**src/rtl/gf180mcu_fd_sc_mcu9t5v0__oain1_dglt_pkg.sv**
```systemverilog
// Shared constants, counter-width helper and parameter range-check macro
// for the deglitched multi-channel OAI block.
`ifndef GF180_OAIN1_DGLT_PKG_SV
`define GF180_OAIN1_DGLT_PKG_SV

// Emits an elaboration-time error when a parameter lies outside [lo, hi].
`define OAIN_RANGE_CHK(lbl, name, val, lo, hi) \
   if (((val) < (lo)) || ((val) > (hi))) begin : lbl \
      $error("%s=%0d outside legal range %0d..%0d", name, (val), (lo), (hi)); \
   end

package gf180mcu_fd_sc_mcu9t5v0__oain1_dglt_pkg;

   localparam logic ZN_RST  = 1'b1;
   localparam logic CHG_RST = 1'b0;

   function automatic int clog2(input int v);
      int r;
      r = 0;
      for (int x = v - 1; x > 0; x = x >>> 1) begin
         r = r + 1;
      end
      return r;
   endfunction

endpackage

`endif

```
**src/rtl/gf180mcu_fd_sc_mcu9t5v0__dglt_ch.sv**
```systemverilog
// One deglitch channel: counts consecutive enabled mismatches between raw
// and the registered output, and commits raw after DGLT of them.
module gf180mcu_fd_sc_mcu9t5v0__dglt_ch
   import gf180mcu_fd_sc_mcu9t5v0__oain1_dglt_pkg::*;
#(
   parameter int DGLT = 2
) (
   input  logic clk_i,
   input  logic rst_ni,
   input  logic en_i,
   input  logic raw_i,
   output logic zn_o,
   output logic chg_o
);

   `OAIN_RANGE_CHK(g_chk_dglt, "DGLT", DGLT, 1, 255)

   localparam int            CW       = clog2(DGLT + 1);
   localparam logic [CW-1:0] CNT_LAST = CW'(DGLT - 1);

   logic [CW-1:0] cnt_q, cnt_d;
   logic          zn_q, zn_d;
   logic          chg_q, chg_d;

   // A raw value that is neither equal nor unequal (X/Z) falls to the final
   // else and clears the count, so unknowns never reach ZN.
   always_comb begin
      cnt_d = cnt_q;
      zn_d  = zn_q;
      chg_d = 1'b0;
      if (en_i) begin
         if (raw_i == zn_q) begin
            cnt_d = '0;
         end else if (raw_i != zn_q) begin
            if (cnt_q == CNT_LAST) begin
               zn_d  = raw_i;
               cnt_d = '0;
               chg_d = 1'b1;
            end else begin
               cnt_d = cnt_q + 1'b1;
            end
         end else begin
            cnt_d = '0;
         end
      end
   end

   always_ff @(posedge clk_i or negedge rst_ni) begin
      if (!rst_ni) begin
         cnt_q <= '0;
         zn_q  <= ZN_RST;
         chg_q <= CHG_RST;
      end else begin
         cnt_q <= cnt_d;
         zn_q  <= zn_d;
         chg_q <= chg_d;
      end
   end

   assign zn_o  = zn_q;
   assign chg_o = chg_q;

endmodule

```
**src/rtl/gf180mcu_fd_sc_mcu9t5v0__oain1_dglt.sv**
```systemverilog
// NCH-channel registered OAI (ZN = !(|A_i & B_i)) with per-channel deglitch
// and a one-cycle CHG pulse on every accepted output transition.
module gf180mcu_fd_sc_mcu9t5v0__oain1_dglt
   import gf180mcu_fd_sc_mcu9t5v0__oain1_dglt_pkg::*;
#(
   parameter int NA   = 3,
   parameter int NCH  = 2,
   parameter int DGLT = 2
) (
`ifdef USE_POWER_PINS
   inout  wire                 VDD,
   inout  wire                 VSS,
`endif
   input  logic                CLK,
   input  logic                RN,
   input  logic                EN,
   input  logic [NCH*NA-1:0]   A,
   input  logic [NCH-1:0]      B,
   output logic [NCH-1:0]      ZN,
   output logic [NCH-1:0]      CHG
);

   `OAIN_RANGE_CHK(g_chk_na,  "NA",  NA,  1, 8)
   `OAIN_RANGE_CHK(g_chk_nch, "NCH", NCH, 1, 32)

   logic [NCH-1:0] raw;

   for (genvar i = 0; i < NCH; i++) begin : g_ch
      assign raw[i] = ~((|A[i*NA +: NA]) & B[i]);

      gf180mcu_fd_sc_mcu9t5v0__dglt_ch #(
         .DGLT (DGLT)
      ) u_ch (
         .clk_i  (CLK),
         .rst_ni (RN),
         .en_i   (EN),
         .raw_i  (raw[i]),
         .zn_o   (ZN[i]),
         .chg_o  (CHG[i])
      );
   end

endmodule

```
**config.mk**
```make
export PLATFORM = sky130hd
export DESIGN_NAME = gf180mcu_fd_sc_mcu9t5v0__oain1_dglt
export DESIGN_NICKNAME = d
export VERILOG_FILES = /design/src/rtl/gf180mcu_fd_sc_mcu9t5v0__oain1_dglt_pkg.sv /design/src/rtl/gf180mcu_fd_sc_mcu9t5v0__dglt_ch.sv /design/src/rtl/gf180mcu_fd_sc_mcu9t5v0__oain1_dglt.sv
export SDC_FILE = /design/constraint.sdc
export NUM_CORES = 1
export LEC_CHECK = 0
export ABC_AREA = 1
export CORE_AREA = 2 2 39 41
export DETAILED_ROUTE_END_ITERATION = 8
export DIE_AREA = 0 0 41 43
export DONT_BUFFER_PORTS = 1
export GPL_ROUTABILITY_DRIVEN = 0
export PLACE_DENSITY = 0.5
export REMOVE_ABC_BUFFERS = 1
export SLEW_MARGIN = 5
export SYNTH_ARGS = -nofsm -noshare
export SYNTH_HDL_FRONTEND = slang
export SYNTH_HIERARCHICAL = 1
export SYNTH_SLANG_ARGS = --single-unit
```
**constraint.sdc**
```tcl
create_clock -name CLK -period 1 [get_ports CLK]
set_input_delay 0.05 -clock CLK [delete_from_list [all_inputs] [get_ports CLK]]
set_output_delay 0.05 -clock CLK [all_outputs]
set_load 0.03 [all_outputs]
```
==> run summary <==
OUTCOME
-----------------------------------------------------------------------------------------------
Result of the run                                                                  complete, but fails checks
Violations in the final reports                                                    setup timing

CLOCK TREE
-----------------------------------------------------------------------------------------------
Clock Latency Late Sink                                                                 0.26 ns
Clock Sinks                                                                                   8
Clock tree from TritonCTS                                                                  done
Post-CTS setup repair buffer count                                                            0
Clock input transition at the sequential cells of the worst setup and hold paths        0.05 ns
Clock H-tree levels                                                                           1
Clock tree root buffer cell                                                            clkbuf_4
CTS Buf Count                                                                                 3
Deepest clock path buffer count                                                               2

TIMING
-----------------------------------------------------------------------------------------------
Min Tclk post-route                                                                    1.002 ns
Count of final hold-check violations                                                          0
Worst clock skew                                                                    0.006383 ns
Tcrit/Tclk final                                                                         100.2%
Rel. slew slack                                                                          75.39%
Count of endpoints failing setup in the final report                                          1
Tightest Pin Transition                                                               0.3679 ns
Max Clk Rate                                                                          998.2 MHz
Number of max-slew violations in the final report                                             0
Setup repair after global routing missed its margin                                        true
Final-layout setup total negative slack                                            -0.001779 ns
Setup WS post-layout                                                               -0.001779 ns

GRT
-----------------------------------------------------------------------------------------------
GRT met1 Usage                                                                           15.31%
Overall global routing resource usage                                                    11.90%
Via count of the first global-routing pass                                                  329
Global-route wire length before repair                                                 1.359 mm
Leftover overflow at the end of global routing                                                0
Met2 usage in global routing                                                             15.63%
Busiest layer in global routing                                                            met2
Global routing met3 resource utilization                                                 9.424%
Largest net degree at the start of global routing                                             9
Initial antenna violation count                                                               0

CELLS AND AREA
-----------------------------------------------------------------------------------------------
Antenna fix cells                                                                             0
Signed area change from the synthesized netlist to the final layout                      33.23%
Fraction of final layout cells with drive strength greater than 1                        26.56%
Post-route cell area                                                                 526.8 um^2
Count of fill cells added during filler insertion                                           150
Number of nets in the layout                                                                 76

SYNTHESIS
-----------------------------------------------------------------------------------------------
Gate count after technology mapping                                                          54
Yosys synthesis warning count                                                                 6
Synth Cell Area                                                                      395.4 um^2
Number of distinct library cells after synthesis                                              9
Flops & latches, synth                                                                        8
Post-synthesis sequential area ratio                                                     51.27%
Post-Synthesis Mean Instance Area                                                    7.322 um^2

SETUP PATH
-----------------------------------------------------------------------------------------------
Crit Path Max Fanout                                                                          4
Path type of the worst setup path                                                  flop to primary output
Crit-path max cell delay                                                                0.56 ns
Setup crit start kind                                                                      flop
Arrival time reported for the critical path endpoint                                    0.95 ns
Number of buffer and inverter instances along the worst setup path                            1
Kind of cell adding the most delay to the critical path                              flip-flops
Cell-by-cell trace of the critical path                                                   buf_6
Critical Path Slowest Stage Cell                                                        dfstp_2
CP Data Required Time                                                                   0.95 ns
Category of the worst setup path capture point                                     primary output

PLACE
-----------------------------------------------------------------------------------------------
Dpl hpwl                                                                               529.5 um
Post-place instance area                                                             430.4 um^2
Worst slack, placed                                                                  0.05390 ns
Number of buffers added on ports                                                              0

POWER AND IR DROP
-----------------------------------------------------------------------------------------------
IR Drop Worst-Case VDD                                                                  1015 uV
P per Cell Area                                                                    2354 nW/um^2
Leakage component of the power                                                        0.2866 nW

ROUTING
-----------------------------------------------------------------------------------------------
Vias per cell                                                                             4.263
Detailed Route WL                                                                        726 um
Wire length per cell after detailed routing                                            9.075 um
Antenna Violating Nets Remaining                                                              0
Routed vias                                                                                 341
Residual DRC                                                                                  0
Initial DRC count                                                                             3
TritonRoute pass-1 iters                                                                      4

FLOORPLAN
-----------------------------------------------------------------------------------------------
Die width                                                                                 41 um
# IOs                                                                                        15
Initial Utilization                                                                      28.57%
Vert. Die Dim                                                                             43 um
Placeable Area                                                                        1384 um^2
Die Footprint                                                                         1763 um^2
Placement Rows                                                                               14

HOLD PATH
-----------------------------------------------------------------------------------------------
Path category of the worst min-delay check                                         input port to flop

RUN
-----------------------------------------------------------------------------------------------
Max-cap violation count                                                                       0

kinds of logic after synthesis:
family          synth area share (%)
simple gates                   34.18
compound gates                 5.063
buf+inv                        9.495
flops                          51.26
final cells by class:
type                       count  area [um^2]  area share, %
inverter                      10        37.54          7.126
sequential                     8        202.7          38.48
timing repair buffer           6        65.06          12.35
clock buffer                   4        26.28          4.988
multi-input combinational     36        175.2          33.25
tap                           16        20.02          3.800
registers in the layout, indices dropped and copies added, names as in the netlist:
signal	count
g_ch.u_ch/zn_o	2
g_ch.u_ch/cnt_q	4
g_ch.u_ch/chg_o	2
cells in the mapped netlist, drive strengths merged:
library cell / count / share of area, %
o21ai: 2 / 2.5
nand2: 22 / 21
dfrtp: 6 / 38
inv: 10 / 9.5
nor2: 6 / 5.7
a21oi: 2 / 2.5
nand3: 4 / 7.6
dfstp: 2 / 13
worst paths after layout:
check	start	endpoint	slack, ns	depth (start not counted)
worst max-delay path	g_ch[0].u_ch/zn_o	ZN[0]	-0.002	1
worst min-delay path	A[3]	g_ch[1].u_ch/zn_o	0.07	5
worst max register to register	g_ch[1].u_ch/zn_o	g_ch[1].u_ch/cnt_q[1]	0.06	5
worst min register to register	g_ch[0].u_ch/cnt_q[1]	g_ch[0].u_ch/cnt_q[1]	0.50	2
max in group asynchronous	RN	g_ch[1].u_ch/zn_o	0.55	1
min in group asynchronous	RN	g_ch[1].u_ch/cnt_q[0]	0.14	1
power by group:
part           switching, mW  internal [mW]
registers              0.114          0.437
logic                  0.242          0.177
clock network          0.118          0.153
placed cells by master (no fill, tap or decap):
cell and instances:
nor2_1 6, o21ai_1 2, nand2_2 6, dlygate4sd3_1 3, a21oi_1 2, nand3_1 1
clkbuf_4 3, clkbuf_1 1, inv_2 1, dfrtp_1 6, inv_1 9, dfstp_2 2
dlymetal6s4s_1 1, buf_6 2, nand2_1 16, nand3_2 3
what timing repair did:
| action | CTS | global route |
|---|---|---|
| setup endpoints to repair | 2 | 6 |
| gates resized for setup | 2 | 9 |
| hold endpoints to repair | 16 | 0 |
| pin swaps | 0 | 3 |
| hold buffers | 4 | 0 |
metal layers:
layer / part of all wire (%) / routed length [um]
met4: 0 / 0
met5: 0 / 0
met1: 44 / 318
met2: 48 / 347
met3: 8.3 / 60
stage by stage:
stage	hold WS [ns]	total power, mW	util (%)	std cells
3_5_place_dp	-0.2454	0.8738	31.10	72
3_3_place_gp	-0.2453	0.8692	31.10	72
5_1_grt	0.08940	1.353	38.07	80
6_report	0.06818	1.240	38.07	80
2_1_floorplan	-0.2456	0.7771	-	54
4_1_cts	0.04949	1.206	36.44	80
Note: power is estimated with default switching activity, not from simulation.
